[src/rtl/screen_flow_controller.sv]
// -----------------------------------------------------------------------------
// screen_flow_controller
//
// Sequences the game screens: title -> countdown -> play -> (freeze after a
// lost life -> countdown again) or game over -> title.  All outputs are
// registered and reflect the state entered on the most recent clock edge.
//
// Ports
//   clk            single clock, rising edge
//   reset          synchronous, active-high
//   startOfFrame   one-cycle pulse per video frame
//   key5IsPressed  start/continue key level (only its rising edge matters)
//   lifeLost       one-cycle pulse when the ball hits the bottom border
//   life[3:0]      lives left after the current loss, valid with lifeLost
//   screenSel[1:0] 0 = title, 1 = main, 2 = game over
//   pause          freezes ball and flipper motion
//   reset_level    one-cycle pulse that re-centres ball and flipper
//   countdown[3:0] overlay digit while counting down, 0 otherwise
//   gameActive     high while counting down, playing or frozen
// -----------------------------------------------------------------------------
module screen_flow_controller #(
    parameter int FRAMES_PER_SEC = 60,
    parameter int COUNT_SECS     = 3,
    parameter int FREEZE_FRAMES  = 90,
    parameter int OVER_FRAMES    = 180
) (
    input  logic       clk,
    input  logic       reset,
    input  logic       startOfFrame,
    input  logic       key5IsPressed,
    input  logic       lifeLost,
    input  logic [3:0] life,
    output logic [1:0] screenSel,
    output logic       pause,
    output logic       reset_level,
    output logic [3:0] countdown,
    output logic       gameActive
);

    // The frame counter must hold the largest of the three frame limits.
    localparam int MAX_A = (FRAMES_PER_SEC > FREEZE_FRAMES) ? FRAMES_PER_SEC : FREEZE_FRAMES;
    localparam int MAX_P = (MAX_A > OVER_FRAMES) ? MAX_A : OVER_FRAMES;
    localparam int CW    = $clog2(MAX_P + 1);

    localparam logic [CW-1:0] SEC_LAST    = CW'(FRAMES_PER_SEC - 1);
    localparam logic [CW-1:0] FREEZE_LAST = CW'(FREEZE_FRAMES - 1);
    localparam logic [CW-1:0] OVER_LIMIT  = CW'(OVER_FRAMES);
    localparam logic [3:0]    COUNT_INIT  = 4'(COUNT_SECS);

    typedef enum logic [2:0] {
        ST_TITLE,
        ST_COUNT,
        ST_PLAY,
        ST_FREEZE,
        ST_OVER
    } state_t;

    state_t        state_reg, state_next;
    logic [CW-1:0] frame_cnt_reg, frame_cnt_next;
    logic [3:0]    count_reg, count_next;
    logic          key_prev_reg;
    logic [1:0]    screen_sel_reg, screen_sel_next;
    logic          pause_reg, pause_next;
    logic          reset_level_reg, reset_level_next;
    logic          game_active_reg, game_active_next;
    logic          key_rise;

    assign key_rise = key5IsPressed & ~key_prev_reg;

    always_ff @(posedge clk) begin
        if (reset) begin
            state_reg       <= ST_TITLE;
            frame_cnt_reg   <= '0;
            count_reg       <= '0;
            key_prev_reg    <= 1'b0;
            screen_sel_reg  <= 2'd0;
            pause_reg       <= 1'b1;
            reset_level_reg <= 1'b0;
            game_active_reg <= 1'b0;
        end else begin
            state_reg       <= state_next;
            frame_cnt_reg   <= frame_cnt_next;
            count_reg       <= count_next;
            key_prev_reg    <= key5IsPressed;
            screen_sel_reg  <= screen_sel_next;
            pause_reg       <= pause_next;
            reset_level_reg <= reset_level_next;
            game_active_reg <= game_active_next;
        end
    end

    always_comb begin
        state_next       = state_reg;
        frame_cnt_next   = frame_cnt_reg;
        count_next       = count_reg;
        reset_level_next = 1'b0;

        // Every transition clears the frame counter, so a frame pulse that
        // coincides with a transition is never counted in the new state.
        case (state_reg)
            ST_TITLE: begin
                if (key_rise) begin
                    state_next       = ST_COUNT;
                    frame_cnt_next   = '0;
                    count_next       = COUNT_INIT;
                    reset_level_next = 1'b1;
                end
            end
            ST_COUNT: begin
                if (startOfFrame) begin
                    if (frame_cnt_reg == SEC_LAST) begin
                        frame_cnt_next = '0;
                        count_next     = count_reg - 4'd1;
                        if (count_reg == 4'd1) begin
                            state_next = ST_PLAY;
                        end
                    end else begin
                        frame_cnt_next = frame_cnt_reg + 1'b1;
                    end
                end
            end
            ST_PLAY: begin
                if (lifeLost) begin
                    frame_cnt_next = '0;
                    state_next     = (life == 4'd0) ? ST_OVER : ST_FREEZE;
                end
            end
            ST_FREEZE: begin
                if (startOfFrame) begin
                    if (frame_cnt_reg == FREEZE_LAST) begin
                        state_next       = ST_COUNT;
                        frame_cnt_next   = '0;
                        count_next       = COUNT_INIT;
                        reset_level_next = 1'b1;
                    end else begin
                        frame_cnt_next = frame_cnt_reg + 1'b1;
                    end
                end
            end
            ST_OVER: begin
                // Counter parks at the limit; reaching it unlocks the key.
                if (key_rise && (frame_cnt_reg == OVER_LIMIT)) begin
                    state_next     = ST_TITLE;
                    frame_cnt_next = '0;
                end else if (startOfFrame && (frame_cnt_reg != OVER_LIMIT)) begin
                    frame_cnt_next = frame_cnt_reg + 1'b1;
                end
            end
            default: begin
                state_next     = ST_TITLE;
                frame_cnt_next = '0;
                count_next     = '0;
            end
        endcase

        // Outputs are decoded from the upcoming state so they register
        // together with it.
        screen_sel_next  = 2'd1;
        pause_next       = 1'b1;
        game_active_next = 1'b1;
        case (state_next)
            ST_TITLE: begin
                screen_sel_next  = 2'd0;
                game_active_next = 1'b0;
            end
            ST_PLAY:  pause_next = 1'b0;
            ST_OVER: begin
                screen_sel_next  = 2'd2;
                game_active_next = 1'b0;
            end
            default: ;
        endcase
    end

    // count_reg only holds a non-zero value while in COUNT, so it doubles
    // as the registered overlay digit.
    assign screenSel   = screen_sel_reg;
    assign pause       = pause_reg;
    assign reset_level = reset_level_reg;
    assign countdown   = count_reg;
    assign gameActive  = game_active_reg;

endmodule

[config.mk]
export PLATFORM = sky130hd
export DESIGN_NAME = screen_flow_controller
export DESIGN_NICKNAME = d
export VERILOG_FILES = /design/src/rtl/screen_flow_controller.sv
export SDC_FILE = /design/constraint.sdc
export NUM_CORES = 1
export LEC_CHECK = 0
export BUFFER_PORTS_ARGS = -buffer_cell sky130_fd_sc_hd__buf_2
export CAP_MARGIN = 20
export CORE_AREA = 2 2 49 85
export CTS_CLUSTER_DIAMETER = 150
export CTS_CLUSTER_SIZE = 25
export DETAILED_ROUTE_END_ITERATION = 6
export DIE_AREA = 0 0 51 87
export PLACE_DENSITY_LB_ADDON = 0.05
export SLEW_MARGIN = 0
export SYNTH_ARGS = -nofsm -noshare
export SYNTH_HDL_FRONTEND = slang
export SYNTH_SLANG_ARGS = --single-unit
[constraint.sdc]
create_clock -name clk -period 1.83 [get_ports clk]
set_clock_uncertainty 0.05 [all_clocks]
set_input_delay 0.2745 -clock clk [delete_from_list [all_inputs] [get_ports clk]]
set_output_delay 0.2745 -clock clk [all_outputs]
set_load 0.01 [all_outputs]
==> flow_metrics.py <==
metrics = {
    "clocking": {
        "cts_htree_levels": 1,
        "cts.sinks": 20,
        "cts_inserted_buffers": 3,
        "hold_buffers": 0,
        "path_clk_slew_ns": 0.08,
        "tritoncts": "yes",
        "clock_latency_ns": 0.26,
        "clockBufferDepth": 2,
        "clockRootBuffer": "clkbuf_8",
    },
    "floorplanning": {
        "core_sq_um": 3790,
        "die_w_microns": 51,
        "initial_core_util_pct": 33.6,
        "die_y_microns": 87,
        "num_rows": 30,
        "die_area_sq_um": 4440,
        "io_pins": 18,
    },
    "sta": {
        "worst_pin_slew_ns": 0.399,
        "rsz0062_at_grt": "yes",
        "setup_ws_ns": -0.0716,
        "finalMaxSlewViolations": 0,
        "hold_violations": 0,
        "maxSlewHeadroom_pct": 73.4,
        "min_period_ns": 1.90,
        "worst_hold_slack_ns": 0.238,
        "max_freq_ghz": 0.526,
        "fin_crit_sh_pct": 104,
        "setup_viol": 5,
    },
    "drt": {
        "vias": 1272,
        "ant_nets": 0,
        "wl_microns": 3670,
        "dr.pass1.iters": 4,
        "detail_route.wl_per_cell_microns": 15.2,
        "via_per_inst": 5.26,
        "drt_first_iter_violations": 33,
        "drc_errors": 0,
    },
    "global_routing": {
        "grt_usage_pct": 18.1,
        "gr-total-overflow": 0,
        "antenna_found_initial": 0,
        "grt_pass1_vias": 1303,
        "grt_pass1_wl_microns": 6070,
        "grt_max_degree": 16,
    },
    "setup_path": {
        "crit_path_cell_trace": "inv_2 > ha_4 > nand4b_1 > o311ai_4 > o211ai_4 > or4b_1 > a21oi_1",
        "path_class": "reg -> reg",
        "endpoint_kind": "register",
        "cp.required_ns": 1.97,
        "arrival_ns": 2.04,
        "crit_buf_inv": 1,
        "crit_family": "simple AND/OR/NAND/NOR gates",
        "worstPathMaxFanout": 5,
        "cp-start-kind": "register",
        "max_stage_delay_ns": 0.48,
        "critPathSlowestCell": "or4b_1",
    },
    "cells_and_area": {
        "nFillCells": 362,
        "final_cell_mix": "buf_4, buf_2, dfxtp_1, inv_1, a21oi_1",
        "areaGrowthSynthToFinish_pct": 44.2,
        "stdcell_area_sq_um": 1840,
        "finalNetCount": 209,
        "num_antenna_cells": 0,
        "final_cells": 242,
        "layout-drive-gt1-share_pct": 50.5,
        "largest_register_ffs": 8,
        "final_common_cell": "buf_4",
    },
    "yosys": {
        "synth_seq_cells": 20,
        "synth_enable_flop_cells": 0,
        "async_flop_share_pct": 0,
        "ys_warn_count": 0,
        "syn-num-nets": 155,
        "yosysSeqAreaShare_pct": 31.4,
        "synth_cell_type_count": 50,
        "avgSynthCellArea_sq_um": 9.04,
        "synthCells": 141,
        "ys.flop_type": "dfxtp_1",
        "netlist_area_sq_um": 1270,
    },
    "power_and_ir_drop": {
        "ir_drop_v": 0.000323,
        "pwr_density_cell_nw_per_um2": 539,
        "power.leakage_nw": 0.747,
        "power_mw": 0.990,
    },
    "job": {
        "maxCapViolations": 0,
    },
    "placement": {
        "dpl_cell_area_sq_um": 1670,
        "pre_cts_slack_ns": -0.137,
        "hpwl_microns": 2850,
        "dp_cells": 233,
        "place_congestion": 0.869,
        "port_buffers": 17,
    },
    "hold_path": {
        "holdCritPathClass": "in -> reg",
    },
    "outcome": {
        "violations": "setup timing",
        "status": "finished with violations",
    },
}
## report_power, final
group,internal [mW],switching (mW),leakage [nW]
Clock,0.155,0.158,0.0228
Sequential,0.447,0.0133,0.166
Combinational,0.109,0.108,0.558
Total,0.710,0.280,0.747
## cell usage after synthesis (3+ instances only)
master | n | area (sq um)
ha_1 | 5 | 62.6
nor2_1 | 5 | 18.8
o21ai_0 | 7 | 35.0
dfxtp_1 | 20 | 400
a211o_1 | 3 | 26.3
clkbuf_1 | 3 | 11.3
a21oi_1 | 11 | 55.1
and3_1 | 3 | 18.8
nor3_1 | 3 | 15.0
nand2_1 | 9 | 33.8
inv_1 | 11 | 41.3
a311oi_1 | 3 | 26.3
nand3_1 | 7 | 35.0
## kinds of logic (layout without fill, tap and decap cells)
| kind of cell | after synthesis | count (layout) | share of synthesized area [%] |
|---|---|---|---|
| flops | 20 | 20 | 31.4 |
| simple gates | 52 | 52 | 26.1 |
| buf+inv | 18 | 71 | 5.89 |
| fa+ha+maj | 5 | 5 | 4.91 |
| compound gates | 46 | 46 | 31.7 |
## metrics by stage
stage          TNS [ns]  util [%]
3_3_place_gp     -0.497      44.1
6_report         -0.189      48.5
4_1_cts          -0.165      47.6
5_1_grt          -0.997      48.5
3_5_place_dp     -0.851      44.1
2_1_floorplan   -0.0393         -
## repair_timing
item,CTS,global route
buffers inserted,4,1
gates resized for setup,17,9
setup endpoints to repair,13,13
pin swaps,10,8
## final cells by class
| type | count | area (sq um) | area share (%) |
|---|---|---|---|
| multi-input combinational | 103 | 890 | 48.4 |
| timing repair buffer | 56 | 385 | 21.0 |
| inverter | 11 | 41.3 | 2.25 |
| clock buffer | 4 | 45.0 | 2.45 |
| sequential | 20 | 417 | 22.7 |
| tap | 48 | 60.1 | 3.27 |
## path summary, 6_finish.rpt
kind / startpoint / to / slack, ns / cells after the start
setup / recovery: frame_cnt_reg[1] / countdown[3] / -0.07 / 7
hold / removal: key5IsPressed / key_prev_reg / 0.24 / 2
setup reg to reg: frame_cnt_reg[1] / countdown[3] / -0.07 / 7
hold reg to reg: countdown[3] / countdown[3] / 0.45 / 2
## metal layers
| metal | track usage, % | wire (microns) | vias to the layer above |
|---|---|---|---|
| li1 | - | - | 638 |
| met1 | 17.8 | 1390 | 617 |
| met2 | 36.8 | 2190 | 15 |
| met3 | 1.55 | 55 | 2 |
| met4 | 6.63 | 28 | 0 |
| met5 | 0 | 0 | - |
No activity file was read; power rests on OpenSTA's default activity.
